`config.mk`:
```
export PLATFORM = sky130hd
export DESIGN_NAME = fifo_wr_arbiter
export DESIGN_NICKNAME = d
export VERILOG_FILES = /design/src/rtl/fifo_wr_arbiter.sv
export SDC_FILE = /design/constraint.sdc
export NUM_CORES = 1
export LEC_CHECK = 0
export CORE_ASPECT_RATIO = 1.25
export CORE_MARGIN = 1
export CORE_UTILIZATION = 40
export CTS_BUF_LIST = sky130_fd_sc_hd__clkbuf_16
export CTS_CLUSTER_DIAMETER = 60
export DETAILED_ROUTE_END_ITERATION = 10
export DONT_BUFFER_PORTS = 1
export RECOVER_POWER = 100
export SLEW_MARGIN = 5
export SYNTH_ARGS = -nofsm -noshare
export SYNTH_HDL_FRONTEND = slang
export SYNTH_SLANG_ARGS = --single-unit
export TNS_END_PERCENT = 5
```
`constraint.sdc`:
```
create_clock -name wr_clk -period 2.1 [get_ports wr_clk]
set_input_delay 0.105 -clock wr_clk [delete_from_list [all_inputs] [get_ports wr_clk]]
set_output_delay 0.105 -clock wr_clk [all_outputs]
set_load 0.01 [all_outputs]
```
`src/rtl/fifo_wr_arbiter.sv`:
```
// rtl/fifo_wr_arbiter.sv - round-robin arbiter sharing the FIFO write port among NUM_REQ requesters
// Optional burst lock compiled in with FIFO_WR_ARB_BURST_LOCK_EN.
module fifo_wr_arbiter #(
    parameter int NUM_REQ   = 4,
    parameter int WIDTH     = 8,
    parameter int BURST_LEN = 4,
    parameter int ID_W      = $clog2(NUM_REQ)
) (
    input  logic                     wr_clk,
    input  logic                     rst,
    input  logic [NUM_REQ-1:0]       req_valid,
    input  logic [NUM_REQ*WIDTH-1:0] req_data,
    output logic [NUM_REQ-1:0]       req_ready,
    input  logic                     fifo_full,
    input  logic                     fifo_write_error,
    output logic                     fifo_write_en,
    output logic [WIDTH-1:0]         fifo_write_data,
    output logic [ID_W-1:0]          grant_id,
    output logic                     grant_valid,
    output logic                     err_sticky
);

    typedef enum logic [1:0] {
        ST_IDLE  = 2'd0,
        ST_SERVE = 2'd1,
        ST_LOCK  = 2'd2
    } state_e;

    state_e          state_q, state_d;
    logic [ID_W-1:0] rr_ptr_q, rr_ptr_d;
    logic [ID_W-1:0] grant_id_q, grant_id_d;
    logic            err_sticky_q, err_sticky_d;

    logic [ID_W-1:0] rr_win;
    logic            rr_found;
    logic [ID_W-1:0] win;
    logic [ID_W-1:0] win_inc;
    logic            locked;
    logic            serve;
    logic            beat;

`ifdef FIFO_WR_ARB_BURST_LOCK_EN
    localparam int CNT_W = $clog2(BURST_LEN + 1);
    logic [CNT_W-1:0] beat_cnt_q, beat_cnt_d;
`endif

    // First valid requester at or after rr_ptr, wrapping around.
    always_comb begin
        int idx;
        idx      = 0;
        rr_found = 1'b0;
        rr_win   = '0;
        for (int k = 0; k < NUM_REQ; k++) begin
            idx = int'(rr_ptr_q) + k;
            if (idx >= NUM_REQ) begin
                idx = idx - NUM_REQ;
            end
            if (!rr_found && req_valid[ID_W'(idx)]) begin
                rr_found = 1'b1;
                rr_win   = ID_W'(idx);
            end
        end
    end

    // A held burst keeps the grant only while its owner still presents data;
    // otherwise the same cycle falls back to plain round-robin.
    always_comb begin
        locked  = (state_q == ST_LOCK) && req_valid[grant_id_q];
        win     = locked ? grant_id_q : rr_win;
        serve   = ~rst & (locked | rr_found);
        beat    = serve & ~fifo_full;
        win_inc = (win == ID_W'(NUM_REQ - 1)) ? '0 : win + ID_W'(1);
    end

    always_comb begin
        fifo_write_en   = beat;
        grant_valid     = serve;
        fifo_write_data = '0;
        req_ready       = '0;
        for (int i = 0; i < NUM_REQ; i++) begin
            if (serve && (win == ID_W'(i))) begin
                fifo_write_data = req_data[i*WIDTH +: WIDTH];
            end
        end
        if (beat) begin
            req_ready[win] = 1'b1;
        end
        grant_id   = rst ? '0 : grant_id_q;
        err_sticky = ~rst & err_sticky_q;
    end

    always_comb begin
        rr_ptr_d     = beat ? win_inc : rr_ptr_q;
        grant_id_d   = beat ? win : grant_id_q;
        err_sticky_d = err_sticky_q | fifo_write_error;
        state_d      = (|req_valid) ? ST_SERVE : ST_IDLE;
`ifdef FIFO_WR_ARB_BURST_LOCK_EN
        beat_cnt_d = '0;
        if (locked && !beat) begin
            // Stalled by fifo_full: keep the lock, do not count.
            state_d    = ST_LOCK;
            beat_cnt_d = beat_cnt_q;
        end else if (locked) begin
            if (int'(beat_cnt_q) + 1 < BURST_LEN) begin
                state_d    = ST_LOCK;
                beat_cnt_d = beat_cnt_q + CNT_W'(1);
            end
        end else if (beat && (BURST_LEN > 1)) begin
            state_d    = ST_LOCK;
            beat_cnt_d = CNT_W'(1);
        end
`endif
    end

    always_ff @(posedge wr_clk) begin
        if (rst) begin
            state_q      <= ST_IDLE;
            rr_ptr_q     <= '0;
            grant_id_q   <= '0;
            err_sticky_q <= 1'b0;
        end else begin
            state_q      <= state_d;
            rr_ptr_q     <= rr_ptr_d;
            grant_id_q   <= grant_id_d;
            err_sticky_q <= err_sticky_d;
        end
    end

`ifdef FIFO_WR_ARB_BURST_LOCK_EN
    always_ff @(posedge wr_clk) begin
        if (rst) begin
            beat_cnt_q <= '0;
        end else begin
            beat_cnt_q <= beat_cnt_d;
        end
    end
`endif

endmodule

```
==> out/results.tsv, run 1 <==
stage	metric	value	unit
detailed_routing	Initial DRC Count	7	
sta	Finish-stage setup viols	8	
detailed_routing	met3 WL post-DR	125	um
synth	top cells by area, synth	dfxtp_1 (15%), a211o_1 (9.0%), a221oi_1 (9.0%)	
synth	fraction of synthesized cell area taken by the top area cell type	14.63	%
setup_path	worst endpoint required time	2000	ps
clock_network	Clk Latency, worst-skew pair	230	ps
synth	Syn Std Cell Area	684.4	um2
setup_path	reg-to-reg critical path endpoint	rr_ptr_q[1]$_SDFFE_PP0N_	
place	GP Congestion	0.6726	
setup_path	worst reg2reg path depth	8	
synth	library cells used by synthesis	25	
detailed_routing	First-pass DRT Iterations	4	
place	PortBufs	0	
status	failing checks	setup timing	
setup_path	reg2reg start	rr_ptr_q[0]$_SDFFE_PP0N_	
sta	Fmax	446.9	MHz
cells_and_area	# diodes	0	
setup_path	Worst path max stage delay	320	ps
sta	final hold violation count	0	
setup_path	CP bufs+invs	2	
clock_network	Sink Count	5	
sta	Max-slew headroom	44.99	%
detailed_routing	DR top layer	met4	
detailed_routing	M1 WL	631	um
setup_path	worst-path maximum fanout	10	
detailed_routing	via/cell ratio	5.866	
sta	Tcrit/Tclk final	106.6	%
clock_network	Reg clk slew, reported paths	30	ps
place	Placed Instances	111	
clock_network	CTS Buf Count	3	
global_route	first-pass GRT wire length	2.311	mm
detailed_routing	DR WL/cell	14.90	um
power	Pwr Density	1074	nW/um2
detailed_routing	WL final	1.773	mm
sta	RSZ-0062 raised after global routing	yes	
place	cell area after placement	742.0	um2
global_route	initial antenna violation count	0	
global_route	number of global-route vias before repair	558	
hold_path	Hold Crit Endpoint	rr_ptr_q[0]$_SDFFE_PP0N_	
cells_and_area	Post-Layout Inst Area	960.9	um2
floorplan	die footprint	1881	um2
synth	asr flop ratio synth	0	%
synth	Mapped Cells	91	
clock_network	CTS tree	yes	
floorplan	Die X	39.00	um
cells_and_area	Finished Layout Cells	119	
setup_path	arrival time worst endpoint	2130	ps
setup_path	Crit. End Element	primary output	
global_route	total track usage	19.15	%
detailed_routing	Vias	698	
global_route	grt total ovfl	0	
floorplan	# rows	16	
synth	Syn. warnings	0	
setup_path	critical path class	flop to primary output	
setup_path	cell family with most CP delay	compound AO/OA/AOI/OAI gates	
clock_network	H-Tree Depth	1	
sta	fin crit period	2238	ps
detailed_routing	drt drc	0	
cells_and_area	proportion of layout cells with a drive suffix above 1	41.58	%
detailed_routing	Routed Antenna Nets	0	
power	Total Power	0.001032	W
synth	Post-synth EDFFs	0	
sta	Slew @ Worst Pin	825.2	ps
clock_network	clk buf depth	2	
sta	setup ws final	-137.7	ps
power	Worst VDD drop	0.6168	mV
setup_path	slowest stage cell, crit path	dfxtp_2	
synth	most common cell in the synthesized netlist	a21oi_1	
synth	average size of a mapped cell	7.521	um2
synth	Yosys reg bits	5	
hold_path	Hold Crit Start	rst	
floorplan	Core Footprint	1582	um2
floorplan	die height	48.25	um
synth	Syn Nets	135	
synth	Synth Flop Type	dfxtp_1	
hold_path	Worst Hold Class	input port to flop	
cells_and_area	area delta synth->final	40.40	%
setup_path	reg2reg setup slack	320	ps
sta	max-slew violation count	0	
setup_path	Most common cell on crit path	buf_4	
power	P_leak	0.4056	nW
synth	biggest area consumer among synthesized cells	dfxtp_1	
flow_run	Max-cap violations	0	
floorplan	Initial Util	43.28	%
place	post-DP HPWL	1.346	mm
hold_path	hold depth	2	
clock_network	CTS root buffer	clkbuf_16	
synth	register area share after synthesis	14.63	%
detailed_routing	WL met2	986	um
synth	synth cell count leaders	a21oi_1 (11), inv_1 (10), nand2_1 (8)	
floorplan	I/O pin count	57	
cells_and_area	nets@finish	146	
global_route	largest net degree at the start of global routing	18	
status	status	finished, violations left	
setup_path	worst-path cell chain	nand2b_4, and2b_4, o32a_1, buf_4, ha_2, buf_4, a211o_1, a21oi_2	
setup_path	Critical Path Start Type	flop	
sta	Clock Skews	1.118	ps
[where the power goes]
part | total, W | leakage, nW | switching, W | internal, W
sequential | 0.000127 | 0.0421 | 0.0000123 | 0.000114
combinational | 0.000591 | 0.321 | 0.000290 | 0.000301
clock | 0.000315 | 0.0423 | 0.0000675 | 0.000247
[registers in the layout (all words and copies together), names as in the netlist]
register      flops
grant_id_q        2
rr_ptr_q          2
err_sticky_q      1
[worst max-delay path by stage]
stage	start	endpoint	slack, ps	depth (start not counted)
finish	rr_ptr_q[0]$_SDFFE_PP0N_	fifo_write_data[3]	-140	8
detailed placement	rr_ptr_q[0]$_SDFFE_PP0N_	fifo_write_data[0]	-70	9
floorplan	rr_ptr_q[0]$_SDFFE_PP0N_	fifo_write_data[0]	5	9
CTS	rr_ptr_q[0]$_SDFFE_PP0N_	fifo_write_data[0]	-150	9
global route	rr_ptr_q[0]$_SDFFE_PP0N_	fifo_write_data[7]	-210	9
global placement	rr_ptr_q[0]$_SDFFE_PP0N_	fifo_write_data[0]	-30	9
[cell families (layout without fill, tap and decap cells)]
| logic type | count (synthesis) | count (layout) | synth area share (%) |
|---|---|---|---|
| flip-flops | 5 | 5 | 14.63 |
| multiplexers | 4 | 4 | 8.043 |
| adder cells (fa/ha/maj) | 4 | 4 | 7.313 |
| buffers and inverters | 16 | 26 | 9.873 |
| AND/OR/NAND/NOR | 32 | 32 | 28.70 |
| AO/OA/AOI/OAI | 30 | 30 | 31.44 |
[per-stage QoR]
stage	TNS [ps]	utilization [%]	hold slack, ps	worst slack (ps)
5_1_grt	-1610	60.76	48.88	-214.8
4_1_cts	-1011	61.71	47.97	-149.9
6_report	-854.5	60.76	50.34	-137.7
2_1_floorplan	0	-	177.4	4.900
3_5_place_dp	-321.5	46.91	184.6	-67.41
3_3_place_gp	-49.05	46.91	179.0	-26.21
[placed cells by master (no fill, tap or decap)]
master         instances
o21a_1                 1
and2b_2                1
a211o_1                7
buf_6                  1
or2_0                  1
mux2_1                 2
and2_0                 3
inv_2                  1
a22oi_1                1
inv_1                 10
dfxtp_2                2
ha_4                   2
a221oi_2               6
a21oi_2                8
nand2_1                8
nor2_2                 1
a21oi_1                3
clkbuf_16              3
and2b_4                2
nor2b_2                1
buf_4                  9
nor2b_1                5
dfxtp_1                3
nand2b_4               1
mux2i_1                1
o32a_1                 1
a221oi_4               1
nand2b_1               3
nor4_1                 1
ha_2                   1
and2_1                 1
a211oi_2               1
ha_1                   1
nor2_1                 4
mux2_4                 1
dlygate4sd3_1          2
o21ai_0                1
[worst register-to-register path, cell delays in order (launching register included)]
cell and delay [ps]:
dfxtp_2 330, nand2b_4 130, a21oi_2 50, a211oi_2 240, and2b_2 210, buf_4 110, buf_4 100, ha_4 190
mux2_1 280
[layer usage]
metal | global-route usage [%] | vias up
met5 | 0 | -
met2 | 39.00 | 40
li1 | - | 340
met4 | 12.41 | 0
met3 | 2.740 | 3
met1 | 16.99 | 315
[cell type report]
class	count	area, um2
timing repair buffer	12	98.84
clock inverter	1	3.754
tap	18	22.52
inverter	10	37.54
fill	150	620.6
clock buffer	3	75.07
sequential	5	102.6
multi-input combinational	70	620.6
[what timing repair did]
| action | CTS | global route |
|---|---|---|
| gates cloned | 0 | 0 |
| hold buffers | 2 | 0 |
| gates resized for setup | 26 | 4 |
| endpoints found under the setup margin | 9 | 8 |
| buffers inserted | 2 | 0 |
| pin swaps | 16 | 9 |
| endpoints found under the hold margin | 1 | 0 |
Note: power is estimated with default switching activity, not from simulation.
==> run 2, diff against run 1 <==
--- a/config.mk
+++ b/config.mk
@@ -5,9 +5,8 @@
 export SDC_FILE = /design/constraint.sdc
 export NUM_CORES = 1
 export LEC_CHECK = 0
-export CORE_ASPECT_RATIO = 1.25
 export CORE_MARGIN = 1
-export CORE_UTILIZATION = 40
+export CORE_UTILIZATION = 45
 export CTS_BUF_LIST = sky130_fd_sc_hd__clkbuf_16
 export CTS_CLUSTER_DIAMETER = 60
 export DETAILED_ROUTE_END_ITERATION = 10
==> out/results.tsv, run 2 (same netlist as run 1, synthesis figures left out) <==
stage	metric	value	unit
detailed_routing	Vias	697	
clock_network	Reg clk slew, reported paths	40	ps
sta	Setup TNS	-1247	ps
place	GP Congestion	0.6767	
sta	max-slew violation count	0	
cells_and_area	nets@finish	146	
clock_network	CTS root buffer	clkbuf_16	
global_route	first-pass GRT wire length	2.242	mm
hold_path	hold depth	2	
floorplan	Initial Util	50.70	%
floorplan	die height	41	um
clock_network	Clk Latency, worst-skew pair	230	ps
place	pre-CTS WS	-84.74	ps
cells_and_area	# diodes	0	
power	P_leak	0.4179	nW
setup_path	Critical Path Start Type	flop	
global_route	largest net degree at the start of global routing	18	
sta	Tcrit/Tclk final	108.0	%
clock_network	Sink Count	5	
global_route	grt total ovfl	0	
sta	Clock Skews	5.414	ps
setup_path	Crit. Startpoint	rr_ptr_q[0]$_SDFFE_PP0N_	
sta	RSZ-0062 raised after global routing	yes	
detailed_routing	Initial DRC Count	5	
global_route	grt met1 use	25.73	%
clock_network	CTS Buf Count	3	
place	PortBufs	0	
cells_and_area	commonest non-fill, non-tap cell in the layout	inv_1	
detailed_routing	via/cell ratio	6.009	
sta	Max-slew headroom	47.70	%
detailed_routing	drt drc	0	
place	cell area after placement	730.7	um2
cells_and_area	Top Registers	grant_id_q (2), rr_ptr_q (2), err_sticky_q (1)	
setup_path	arrival time worst endpoint	2160	ps
global_route	GR Util met3	7.065	%
cells_and_area	most frequent cells in the layout	inv_1 (11), buf_4 (9), nand2_1 (8)	
place	post-DP HPWL	1.190	mm
sta	Finish-stage setup viols	8	
sta	Slew @ Worst Pin	784.5	ps
hold_path	Worst Hold Class	input port to flop	
floorplan	Core Footprint	1350	um2
status	failing checks	setup timing	
detailed_routing	First-pass DRT Iterations	3	
setup_path	critical path class	flop to primary output	
global_route	GRT met2 Usage	34.77	%
floorplan	die footprint	1681	um2
detailed_routing	WL final	1.807	mm
setup_path	reg2reg setup slack	300	ps
cells_and_area	Post-Layout Inst Area	972.2	um2
cells_and_area	area delta synth->final	42.05	%
status	status	finished, violations left	
power	Worst VDD drop	1.068	mV
sta	final hold violation count	0	
detailed_routing	Routed Antenna Nets	0	
flow_run	Max-cap violations	0	
sta	Fmax	441.1	MHz
setup_path	worst reg2reg path depth	8	
setup_path	Crit. End Element	primary output	
floorplan	Die X	41	um
detailed_routing	DR WL/cell	15.58	um
sta	fin crit period	2267	ps
clock_network	clk buf depth	2	
floorplan	# rows	13	
clock_network	CTS tree	yes	
global_route	Top Usage Layer GRT	met2	
setup_path	reg2reg start	rr_ptr_q[0]$_SDFFE_PP0N_	
setup_path	CP Capture Point	fifo_write_data[4]	
setup_path	reg-to-reg critical path endpoint	rr_ptr_q[1]$_SDFFE_PP0N_	
power	Pwr Density	1085	nW/um2
setup_path	worst-path maximum fanout	7	
cells_and_area	proportion of layout cells with a drive suffix above 1	41.58	%
sta	setup ws final	-167.2	ps
global_route	number of global-route vias before repair	515	
setup_path	worst endpoint required time	2000	ps
floorplan	I/O pin count	57	
global_route	total track usage	21.32	%
clock_network	H-Tree Depth	1	
global_route	initial antenna violation count	0	
## run 2: cell counts in the layout (fill, tap and decap cells not counted)
Identical to the previous run, type by type.
## run 2: worst max-delay path, stage by stage (launching register included)
cell and delay [ps]:
dfxtp_2 330, buf_4 140, buf_4 130, a211oi_4 240, and2b_1 190, ha_2 190, and2b_4 230, a221oi_4 260
a211o_1 150, a21oi_2 70
## run 2: power breakdown
part	switching (W)	internal [W]	total [W]
logic	0.000302	0.000306	0.000608
clock network	0.0000692	0.000247	0.000316
registers	0.0000161	0.000114	0.000130
total	0.000387	0.000667	0.00105
## run 2: how the worst min path moves through the flow
stage,slack (ps),end,startpoint
final,50,rr_ptr_q[0]$_SDFFE_PP0N_,rst
after global routing,60,rr_ptr_q[0]$_SDFFE_PP0N_,rst
after CTS,50,rr_ptr_q[0]$_SDFFE_PP0N_,rst
after detailed placement,180,err_sticky_q$_SDFF_PP0_,rst
after global placement,180,err_sticky_q$_SDFF_PP0_,rst
after floorplan,180,err_sticky_q$_SDFF_PP0_,rst
## run 2: repair_timing
item	in CTS	in global routing
hold endpoints to repair	1	0
setup buffers	3	0
gates cloned	0	0
hold buffers	2	0
endpoints found under the setup margin	9	9
gates resized for setup	24	7
pin swaps	15	5
## run 2: through the flow
stage / total power (W) / hold slack (ps) / utilization (%) / cells
detailed placement: 0.0005655 / 181.0 / 54.12 / 107
CTS: 0.001014 / 46.40 / 70.90 / 116
floorplan: 0.0004618 / 177.4 / - / 91
global route: 0.001120 / 59.33 / 72.01 / 116
finish: 0.001055 / 45.86 / 72.01 / 116
global placement: 0.0005612 / 179.5 / 54.12 / 107
## run 2: final cells by class
type | instances | area [um2]
sequential | 5 | 102.6
fill | 104 | 377.9
clock buffer | 3 | 75.07
multi-input combinational | 70 | 635.6
clock inverter | 1 | 3.754
timing repair buffer | 12 | 98.84
tap | 15 | 18.77
inverter | 10 | 37.54
## run 2: per-layer routing
metal / vias to the layer above / wire (um)
met5: - / 0
met4: 0 / 18
met3: 2 / 151
met2: 38 / 852
met1: 318 / 784
li1: 339 / -
==> run 3, diff against run 2 <==
--- a/config.mk
+++ b/config.mk
@@ -12,6 +12,7 @@
 export DETAILED_ROUTE_END_ITERATION = 10
 export DONT_BUFFER_PORTS = 1
 export RECOVER_POWER = 100
+export SETUP_SLACK_MARGIN = 0.3
 export SLEW_MARGIN = 5
 export SYNTH_ARGS = -nofsm -noshare
 export SYNTH_HDL_FRONTEND = slang
==> out/results.tsv, run 3 (same netlist as run 1, synthesis figures left out) <==
stage	metric	value	unit
detailed_routing	WL met2	735	um
clock_network	CTS Buf Count	3	
detailed_routing	First-pass DRT Iterations	4	
sta	RSZ-0062 raised after global routing	yes	
power	P_leak	0.4082	nW
detailed_routing	Routed Antenna Nets	0	
setup_path	worst-path maximum fanout	7	
setup_path	Critical Path Start Type	flop	
sta	Max-slew headroom	77.62	%
hold_path	Worst Hold Class	input port to flop	
place	post-DP HPWL	1.253	mm
clock_network	clk buf depth	2	
power	Worst VDD drop	0.7527	mV
place	GP Congestion	0.7189	
sta	Setup TNS	-1341	ps
setup_path	reg2reg start	rr_ptr_q[0]$_SDFFE_PP0N_	
power	Pwr Density	1058	nW/um2
setup_path	critical path class	flop to primary output	
setup_path	Crit. End Element	primary output	
floorplan	die height	41	um
global_route	grt total ovfl	0	
cells_and_area	proportion of layout cells with a drive suffix above 1	40.82	%
sta	setup ws final	-184.2	ps
clock_network	Reg clk slew, reported paths	30	ps
cells_and_area	nets@finish	143	
detailed_routing	WL final	1.746	mm
global_route	largest net degree at the start of global routing	18	
clock_network	H-Tree Depth	1	
detailed_routing	Initial DRC Count	12	
detailed_routing	met3 WL post-DR	168	um
global_route	first-pass GRT wire length	2.201	mm
place	Placed Instances	104	
place	PortBufs	0	
cells_and_area	area delta synth->final	38.39	%
floorplan	Core Footprint	1350	um2
detailed_routing	drt drc	0	
global_route	initial antenna violation count	0	
floorplan	Initial Util	50.70	%
detailed_routing	via/cell ratio	5.894	
sta	max-slew violation count	0	
sta	Finish-stage setup viols	8	
status	failing checks	setup timing	
setup_path	worst endpoint required time	2000	ps
sta	Slew @ Worst Pin	333.0	ps
clock_network	Clk Latency, worst-skew pair	230	ps
detailed_routing	DR top layer	met4	
sta	Fmax	437.8	MHz
clock_network	Sink Count	5	
global_route	total track usage	21.21	%
cells_and_area	most frequent cells in the layout	inv_1 (11), a21oi_2 (8), nand2_1 (8)	
detailed_routing	DR WL/cell	15.45	um
setup_path	Crit. Startpoint	rr_ptr_q[0]$_SDFFE_PP0N_	
clock_network	CTS root buffer	clkbuf_16	
cells_and_area	# diodes	0	
sta	final hold violation count	0	
setup_path	reg2reg setup slack	380	ps
sta	Clock Skews	2.290	ps
floorplan	Die X	41	um
status	status	finished, violations left	
sta	fin crit period	2284	ps
flow_run	Max-cap violations	0	
floorplan	I/O pin count	57	
clock_network	CTS tree	yes	
detailed_routing	Vias	666	
setup_path	arrival time worst endpoint	2180	ps
global_route	number of global-route vias before repair	499	
detailed_routing	M1 WL	820	um
sta	Tcrit/Tclk final	108.8	%
hold_path	Hold Crit Start	rst	
floorplan	# rows	13	
floorplan	die footprint	1681	um2
cells_and_area	Top Registers	grant_id_q (2), rr_ptr_q (2), err_sticky_q (1)	
cells_and_area	Finished Layout Cells	113	
cells_and_area	commonest non-fill, non-tap cell in the layout	inv_1	
run 3: what timing repair did:
action | in CTS | in global routing
hold buffers | 2 | 0
endpoints found under the hold margin | 1 | 0
setup buffers | 1 | 2
pin swaps | 2 | 3
endpoints found under the setup margin | 11 | 12
gates resized for setup | 3 | 4
run 3: cell type report:
cell class	count	area, um2
Multi-Input combinational cell	70	638.1
Tap cell	15	18.77
Inverter	10	37.54
Sequential cell	5	101.3
Fill cell	104	402.9
Clock buffer	3	75.07
Clock inverter	1	3.754
Timing Repair Buffer	9	72.57
run 3: metal layers:
layer / vias to the layer above / GRT usage, %
li1: 337 / -
met3: 4 / 6.522
met4: 0 / 12.50
met2: 39 / 27.34
met1: 286 / 29.97
met5: - / 0
run 3: power by group:
group | total (W) | internal [W] | leakage (nW) | switching (W)
Combinational | 0.000562 | 0.000276 | 0.324 | 0.000286
Sequential | 0.000128 | 0.000113 | 0.0418 | 0.0000148
Clock | 0.000313 | 0.000247 | 0.0423 | 0.0000657
Total | 0.00100 | 0.000636 | 0.408 | 0.000367
run 3: final timing paths:
kind / cells after the start / endpoint
worst max-delay path: 9 / fifo_write_data[5]
worst min-delay path: 2 / rr_ptr_q[0]$_SDFFE_PP0N_
worst max register to register: 7 / rr_ptr_q[1]$_SDFFE_PP0N_
worst min register to register: 2 / rr_ptr_q[0]$_SDFFE_PP0N_
run 3: worst max-delay path: stages (launching register included):
cell and delay, ps:
dfxtp_2 340, nand2b_4 150, a21oi_2 130, a211oi_2 70, and2b_1 200, ha_1 220
and2b_4 330, a221oi_2 70, a211o_1 250, a21oi_2 190
run 3: through the flow:
stage	utilization, %	power [W]	hold slack [ps]	setup WS (ps)	area [um2]
after floorplan	-	0.0005714	177.4	164.5	802.0
after global placement	58.39	0.0006160	179.2	81.39	788.3
after detailed placement	58.39	0.0006219	181.0	57.06	788.3
after CTS	67.75	0.0009677	47.03	-169.9	914.6
after global routing	70.16	0.001064	73.90	-307.0	947.2
final	70.16	0.001002	48.75	-184.2	947.2
